==> src/rtl/divider_arbiter_if.sv <==
// Signal bundle between the divider arbiter, its requesters and the shared divider.
// master = requesters plus divider (drive inputs), slave = the arbiter itself.
interface divider_arbiter_if #(
   parameter int nBit = 7,
   parameter int NREQ = 4
);
   logic [NREQ-1:0]      req;
   logic [NREQ*nBit-1:0] req_A;
   logic [NREQ*nBit-1:0] req_B;
   logic [NREQ-1:0]      gnt;
   logic [NREQ-1:0]      rsp_valid;
   logic [nBit-1:0]      rsp_Q;
   logic [nBit-1:0]      rsp_R;
   logic                 rsp_dz;
   logic                 div_start;
   logic [nBit-1:0]      div_A;
   logic [nBit-1:0]      div_B;
   logic                 div_done;
   logic [nBit-1:0]      div_Q;
   logic [nBit-1:0]      div_R;

   modport master (
      output req, req_A, req_B, div_done, div_Q, div_R,
      input  gnt, rsp_valid, rsp_Q, rsp_R, rsp_dz, div_start, div_A, div_B
   );

   modport slave (
      input  req, req_A, req_B, div_done, div_Q, div_R,
      output gnt, rsp_valid, rsp_Q, rsp_R, rsp_dz, div_start, div_A, div_B
   );
endinterface

==> src/rtl/divider_arbiter.sv <==
// Round-robin arbiter sharing one sequential divider between NREQ requesters.
// Optional DIVARB_ZERO_BYPASS_EN: answer B=0 jobs locally without launching the divider.
//
// state | meaning
// IDLE  | waiting for any req; winner captured on the leaving edge
// ISSUE | one cycle: gnt[owner] and div_start pulse
// WAIT  | operands held on div_A/div_B until div_done
// RESP  | one cycle: rsp_valid[owner] with rsp_Q/rsp_R
module divider_arbiter #(
   parameter int nBit = 7,
   parameter int NREQ = 4
) (
   input logic             clk,
   input logic             reset,
   divider_arbiter_if.slave bus
);
   localparam int PW = (NREQ > 1) ? $clog2(NREQ) : 1;

   typedef enum logic [1:0] {IDLE, ISSUE, WAIT, RESP} state_t;

   state_t          state_q, state_d;
   logic [PW-1:0]   ptr_q, owner_q;
   logic [PW-1:0]   win, idx;
   logic            found;
   logic [nBit-1:0] win_a, win_b;
   logic [NREQ-1:0] gnt_q, rsp_valid_q;
   logic            div_start_q;
   logic [nBit-1:0] div_a_q, div_b_q, rsp_q_q, rsp_r_q;

   // First set request bit at or after ptr, wrapping modulo NREQ.
   always_comb begin
      win   = '0;
      idx   = '0;
      found = 1'b0;
      for (int i = 0; i < NREQ; i++) begin
         idx = PW'((int'(ptr_q) + i) % NREQ);
         if (!found && bus.req[idx]) begin
            found = 1'b1;
            win   = idx;
         end
      end
   end

   always_comb begin
      win_a = '0;
      win_b = '0;
      for (int i = 0; i < NREQ; i++) begin
         if (win == PW'(i)) begin
            win_a = bus.req_A[i*nBit +: nBit];
            win_b = bus.req_B[i*nBit +: nBit];
         end
      end
   end

   always_comb begin
      state_d = state_q;
      case (state_q)
         IDLE:    if (found) state_d = ISSUE;
`ifdef DIVARB_ZERO_BYPASS_EN
         ISSUE:   state_d = (div_b_q == '0) ? RESP : WAIT;
`else
         ISSUE:   state_d = WAIT;
`endif
         WAIT:    if (bus.div_done) state_d = RESP;
         RESP:    state_d = IDLE;
         default: state_d = IDLE;
      endcase
   end

   always_ff @(posedge clk or negedge reset) begin
      if (!reset) state_q <= IDLE;
      else        state_q <= state_d;
   end

   always_ff @(posedge clk or negedge reset) begin
      if (!reset) begin
         ptr_q       <= '0;
         owner_q     <= '0;
         gnt_q       <= '0;
         rsp_valid_q <= '0;
         div_start_q <= 1'b0;
         div_a_q     <= '0;
         div_b_q     <= '0;
         rsp_q_q     <= '0;
         rsp_r_q     <= '0;
      end else begin
         gnt_q       <= '0;
         rsp_valid_q <= '0;
         div_start_q <= 1'b0;
         case (state_q)
            IDLE: if (found) begin
               div_a_q <= win_a;
               div_b_q <= win_b;
               owner_q <= win;
               ptr_q   <= (win == PW'(NREQ-1)) ? '0 : win + PW'(1);
               gnt_q   <= NREQ'(1) << win;
`ifdef DIVARB_ZERO_BYPASS_EN
               div_start_q <= (win_b != '0);
`else
               div_start_q <= 1'b1;
`endif
            end
`ifdef DIVARB_ZERO_BYPASS_EN
            ISSUE: if (div_b_q == '0) begin
               rsp_q_q <= '1;
               rsp_r_q <= div_a_q;
            end
`endif
            WAIT: if (bus.div_done) begin
               rsp_q_q <= bus.div_Q;
               rsp_r_q <= bus.div_R;
            end
            default: ;
         endcase
         if (state_d == RESP) rsp_valid_q <= NREQ'(1) << owner_q;
      end
   end

`ifdef DIVARB_ZERO_BYPASS_EN
   logic rsp_dz_q;

   always_ff @(posedge clk or negedge reset) begin
      if (!reset)                                  rsp_dz_q <= 1'b0;
      else if (state_q == WAIT && bus.div_done)    rsp_dz_q <= 1'b0;
      else if (state_q == ISSUE && div_b_q == '0)  rsp_dz_q <= 1'b1;
   end

   assign bus.rsp_dz = rsp_dz_q;
`else
   assign bus.rsp_dz = 1'b0;
`endif

   assign bus.gnt       = gnt_q;
   assign bus.rsp_valid = rsp_valid_q;
   assign bus.rsp_Q     = rsp_q_q;
   assign bus.rsp_R     = rsp_r_q;
   assign bus.div_start = div_start_q;
   assign bus.div_A     = div_a_q;
   assign bus.div_B     = div_b_q;
endmodule

==> src/flat_wrapper.sv <==
// flat-port wrapper written by rule: the top's interface ports become plain ports
module divider_arbiter_flat 
#(
   parameter int nBit = 7,
   parameter int NREQ = 4
)
  (clk, reset, bus_req, bus_req_A, bus_req_B, bus_div_done, bus_div_Q, bus_div_R, bus_gnt, bus_rsp_valid, bus_rsp_Q, bus_rsp_R, bus_rsp_dz, bus_div_start, bus_div_A, bus_div_B);
  divider_arbiter_if #(.nBit(nBit), .NREQ(NREQ)) bus_i ();
  input logic clk;
  input logic reset;
  input wire logic [$bits(bus_i.req)-1:0] bus_req;
  input wire logic [$bits(bus_i.req_A)-1:0] bus_req_A;
  input wire logic [$bits(bus_i.req_B)-1:0] bus_req_B;
  input wire logic [$bits(bus_i.div_done)-1:0] bus_div_done;
  input wire logic [$bits(bus_i.div_Q)-1:0] bus_div_Q;
  input wire logic [$bits(bus_i.div_R)-1:0] bus_div_R;
  output wire logic [$bits(bus_i.gnt)-1:0] bus_gnt;
  output wire logic [$bits(bus_i.rsp_valid)-1:0] bus_rsp_valid;
  output wire logic [$bits(bus_i.rsp_Q)-1:0] bus_rsp_Q;
  output wire logic [$bits(bus_i.rsp_R)-1:0] bus_rsp_R;
  output wire logic [$bits(bus_i.rsp_dz)-1:0] bus_rsp_dz;
  output wire logic [$bits(bus_i.div_start)-1:0] bus_div_start;
  output wire logic [$bits(bus_i.div_A)-1:0] bus_div_A;
  output wire logic [$bits(bus_i.div_B)-1:0] bus_div_B;
  assign bus_i.req = bus_req;
  assign bus_i.req_A = bus_req_A;
  assign bus_i.req_B = bus_req_B;
  assign bus_i.div_done = bus_div_done;
  assign bus_i.div_Q = bus_div_Q;
  assign bus_i.div_R = bus_div_R;
  assign bus_gnt = bus_i.gnt;
  assign bus_rsp_valid = bus_i.rsp_valid;
  assign bus_rsp_Q = bus_i.rsp_Q;
  assign bus_rsp_R = bus_i.rsp_R;
  assign bus_rsp_dz = bus_i.rsp_dz;
  assign bus_div_start = bus_i.div_start;
  assign bus_div_A = bus_i.div_A;
  assign bus_div_B = bus_i.div_B;
  divider_arbiter #(.nBit(nBit), .NREQ(NREQ)) u_core (.clk(clk), .reset(reset), .bus(bus_i));
endmodule
==> config.mk <==
export PLATFORM = sky130hd
export DESIGN_NAME = divider_arbiter_flat
export DESIGN_NICKNAME = d
export VERILOG_FILES = /design/src/rtl/divider_arbiter_if.sv /design/src/rtl/divider_arbiter.sv /design/src/flat_wrapper.sv
export SDC_FILE = /design/constraint.sdc
export NUM_CORES = 1
export LEC_CHECK = 0
export BUFFER_PORTS_ARGS = -buffer_cell sky130_fd_sc_hd__buf_4
export CORE_ASPECT_RATIO = 0.6
export CORE_UTILIZATION = 39
export DETAILED_ROUTE_END_ITERATION = 10
export GPL_TIMING_DRIVEN = 0
export PLACE_DENSITY = 0.7
export SLEW_MARGIN = 40
export SYNTH_ARGS = -nofsm -noshare
export SYNTH_HDL_FRONTEND = slang
export SYNTH_SLANG_ARGS = --single-unit
==> constraint.sdc <==
create_clock -name clk -period 2.1 [get_ports clk]
set_input_delay 0.63 -clock clk [delete_from_list [all_inputs] [get_ports clk]]
set_output_delay 0.63 -clock clk [all_outputs]
set_load 0.05 [all_outputs]
==> impl_metrics.ini <==
[place]
dp_hpwl_mm = 4.69
place.gp.congestion = 0.823
io_buffers = 113
place_area_sq_um = 3220
dp_slack_ns = -0.691

[clocking]
cts.hold.buffers_added = 0
clk_pin_slew_ns = 0.08
ctsRootBufferMaster = clkbuf_8
cts_tree = done
cts.path.max_buffers = 2
numClockSinks = 43
clk_latency_ns = 0.29
cts_made_buffers = 5
htreeDepth = 2

[yosys]
synth.distinct_cells = 31
yosysSeqAreaShare_pct = 48.5
synth_ff_type = dfrtp_1
synthCells = 224
syn-cell-area_sq_um = 2220
yosys.cell_count.top_type = a21oi_1
yosys-top-cells-area = dfrtp_1 (48%), a21oi_1 (10%), mux2_2 (7.1%)
yosysWarnings = 0
ys_seq_elements = 43
syn_avg_cell_area_sq_um = 9.91
synth-async-reset-ratio_pct = 100
synth_top_area_cell = dfrtp_1
synth_edf_count = 0
synth_commonest_cells = a21oi_1 (46), dfrtp_1 (43), inv_1 (16), nor2_1 (16), nand3b_1 (15)
synth_top_area_share_pct = 48.5
synth_nets = 307

[route]
dr.first_iter.drc_count = 83
dr_total_vias = 2146
ant_nets = 0
viasPerCell = 5.13
first_pass_iters = 4
routedWlPerCell_um = 15.1
drc = 0
wl_mm = 6.32

[setup_path]
slowest_delay_ns = 0.47
start_kind = flip-flop
crit_type = reg2reg
cp_common_cell = clkbuf_16
path_cells = mux2i_1 -> o2bb2ai_2 -> or3_4 -> ha_4 -> clkbuf_16 -> clkbuf_16 -> a221o_1 -> a21oi_2
worstPathArrival_ns = 2.42
crit_path_top_delay_cell = dfrtp_2
end_kind = flip-flop
cp_data_required_time_ns = 2.32
cp_max_fo = 7

[die]
core_area_sq_um = 5260
dieArea_sq_um = 6010
row_count = 20
ios = 115
start_util_pct = 42.3
die_w_um = 99.4
chipHeight_um = 60.5

[global_routing]
grt_pass1_wl_mm = 9.98
overflow = 0
antenna_found_initial = 0
grt_pass1_vias = 2081
grt_usage_pct = 21.6
grt_max_degree = 44

[layout]
diodes = 0
syn_to_final_growth_pct = 59.4
final_layout_size_suffix_gt1_share_pct = 52.8
fillCellCount = 439
nets = 434
final_area_sq_um = 3540

[timing]
fin_crit_ns = 2.20
slew_viol_final = 0
setup_viol = 13
finalClockSkew_ns = 0.00708
relSlewSlack_pct = 59.6
setup_ws_ns = -0.0979
hold_ws_ns = 0.323
finalHoldViolCount = 0
setup-tns-final_ns = -0.831
worst_pin_slew_ns = 0.604
rsz0062_at_grt = yes
fmax_mhz = 455
period_share_pct = 105

[pwr]
power_density_nw_per_um2 = 1660
p_leak_nw = 1.70
peakVddDrop_uv = 657
finalPower_mw = 5.88

[status]
violations = setup timing
status = complete, but fails checks

[job]
maxCapViolCount = 0

[hold_path]
min_path_type = in2async
-- worst max-delay path: cells and delay by family (launching register included) --
| kind | cells | cell delay [ns] |
|---|---|---|
| compound gates | 3 | 0.63 |
| flops | 1 | 0.47 |
| simple gates | 1 | 0.40 |
| buf+inv | 2 | 0.29 |
| fa+ha+maj | 1 | 0.18 |
| mux | 1 | 0.15 |
-- placed cells by master, fill, tap and decap left out, types with 4 or more instances in the layout --
master / instances
nand2_1: 11
dfrtp_1: 41
nor2_1: 16
inv_1: 16
buf_2: 4
and2_1: 4
buf_4: 121
a21oi_1: 30
a221o_1: 14
clkbuf_8: 8
mux2_2: 14
nand3b_1: 15
a21oi_2: 15
-- area by class of cell --
class                      instances  area [sq um]  area share [%]
buffer                            16           144            4.07
clock buffer                       6          72.6            2.05
clock inverter                     2          12.5           0.353
inverter                          17          63.8            1.80
multi-input combinational        148          1170            33.2
sequential                        43          1080            30.5
tap                               66          82.6            2.33
timing repair buffer             120           911            25.7
-- path summary, 6_finish.rpt --
| path | slack, ns | start | endpoint | cells after the start |
|---|---|---|---|---|
| max reg2reg | -0.1 | u_core.ptr_q[1] | u_core.bus.div_B[1] | 8 |
| max | -0.1 | u_core.ptr_q[1] | u_core.bus.div_B[1] | 8 |
| min in group clk | 0.52 | u_core.owner_q[1] | u_core.bus.rsp_valid[1] | 1 |
| min reg2reg | 0.52 | u_core.owner_q[1] | u_core.bus.rsp_valid[1] | 1 |
| min | 0.32 | reset | u_core.bus.div_B[1] | 1 |
| max in group asynchronous | 1.38 | reset | u_core.ptr_q[0] | 1 |
-- stage by stage --
step	cells	util, %
6_report	418	67.4
5_1_grt	418	67.4
4_1_cts	418	65.5
3_5_place_dp	403	61.4
3_3_place_gp	403	61.4
2_1_floorplan	224	-
-- layer usage --
metal,vias up,global-route usage [%],wire length [um]
li1,1047,-,-
met1,984,31.1,3070
met2,110,33.5,2730
met3,5,5.18,475
met4,0,4.83,39
met5,-,0,0
-- state kept, by name, summed over array words and instances (netlist names) --
signal / flops
u_core.bus.div_A: 7
u_core.bus.div_B: 7
u_core.bus.div_start: 1
u_core.bus.gnt: 4
u_core.bus.rsp_Q: 7
u_core.bus.rsp_R: 7
u_core.bus.rsp_valid: 4
u_core.owner_q: 2
u_core.ptr_q: 2
u_core.state_q: 2
-- what timing repair did --
| action | CTS | global route |
|---|---|---|
| pin swaps | 3 | 11 |
| cloned | 1 | 0 |
| setup buffers | 6 | 0 |
| resized for setup | 16 | 23 |
| setup endpoints to repair | 15 | 15 |
-- logic make-up (layout without fill, tap and decap cells) --
family / count (synthesis) / count (layout) / synth area share (%)
AND/OR/NAND/NOR: 57 / 57 / 13.7
adder cells (fa/ha/maj): 6 / 6 / 3.38
flip-flops: 43 / 43 / 48.5
AO/OA/AOI/OAI: 69 / 69 / 20.7
multiplexers: 15 / 15 / 7.55
other: 1 / 1 / 0.169
buffers and inverters: 33 / 161 / 6.08
-- where the power goes --
part           switching (mW)  internal [mW]  leakage, nW
Sequential              0.229           1.22        0.517
Combinational            2.42           1.50         1.14
Clock                   0.270          0.232       0.0412
Power figures use the tool's default switching activity.
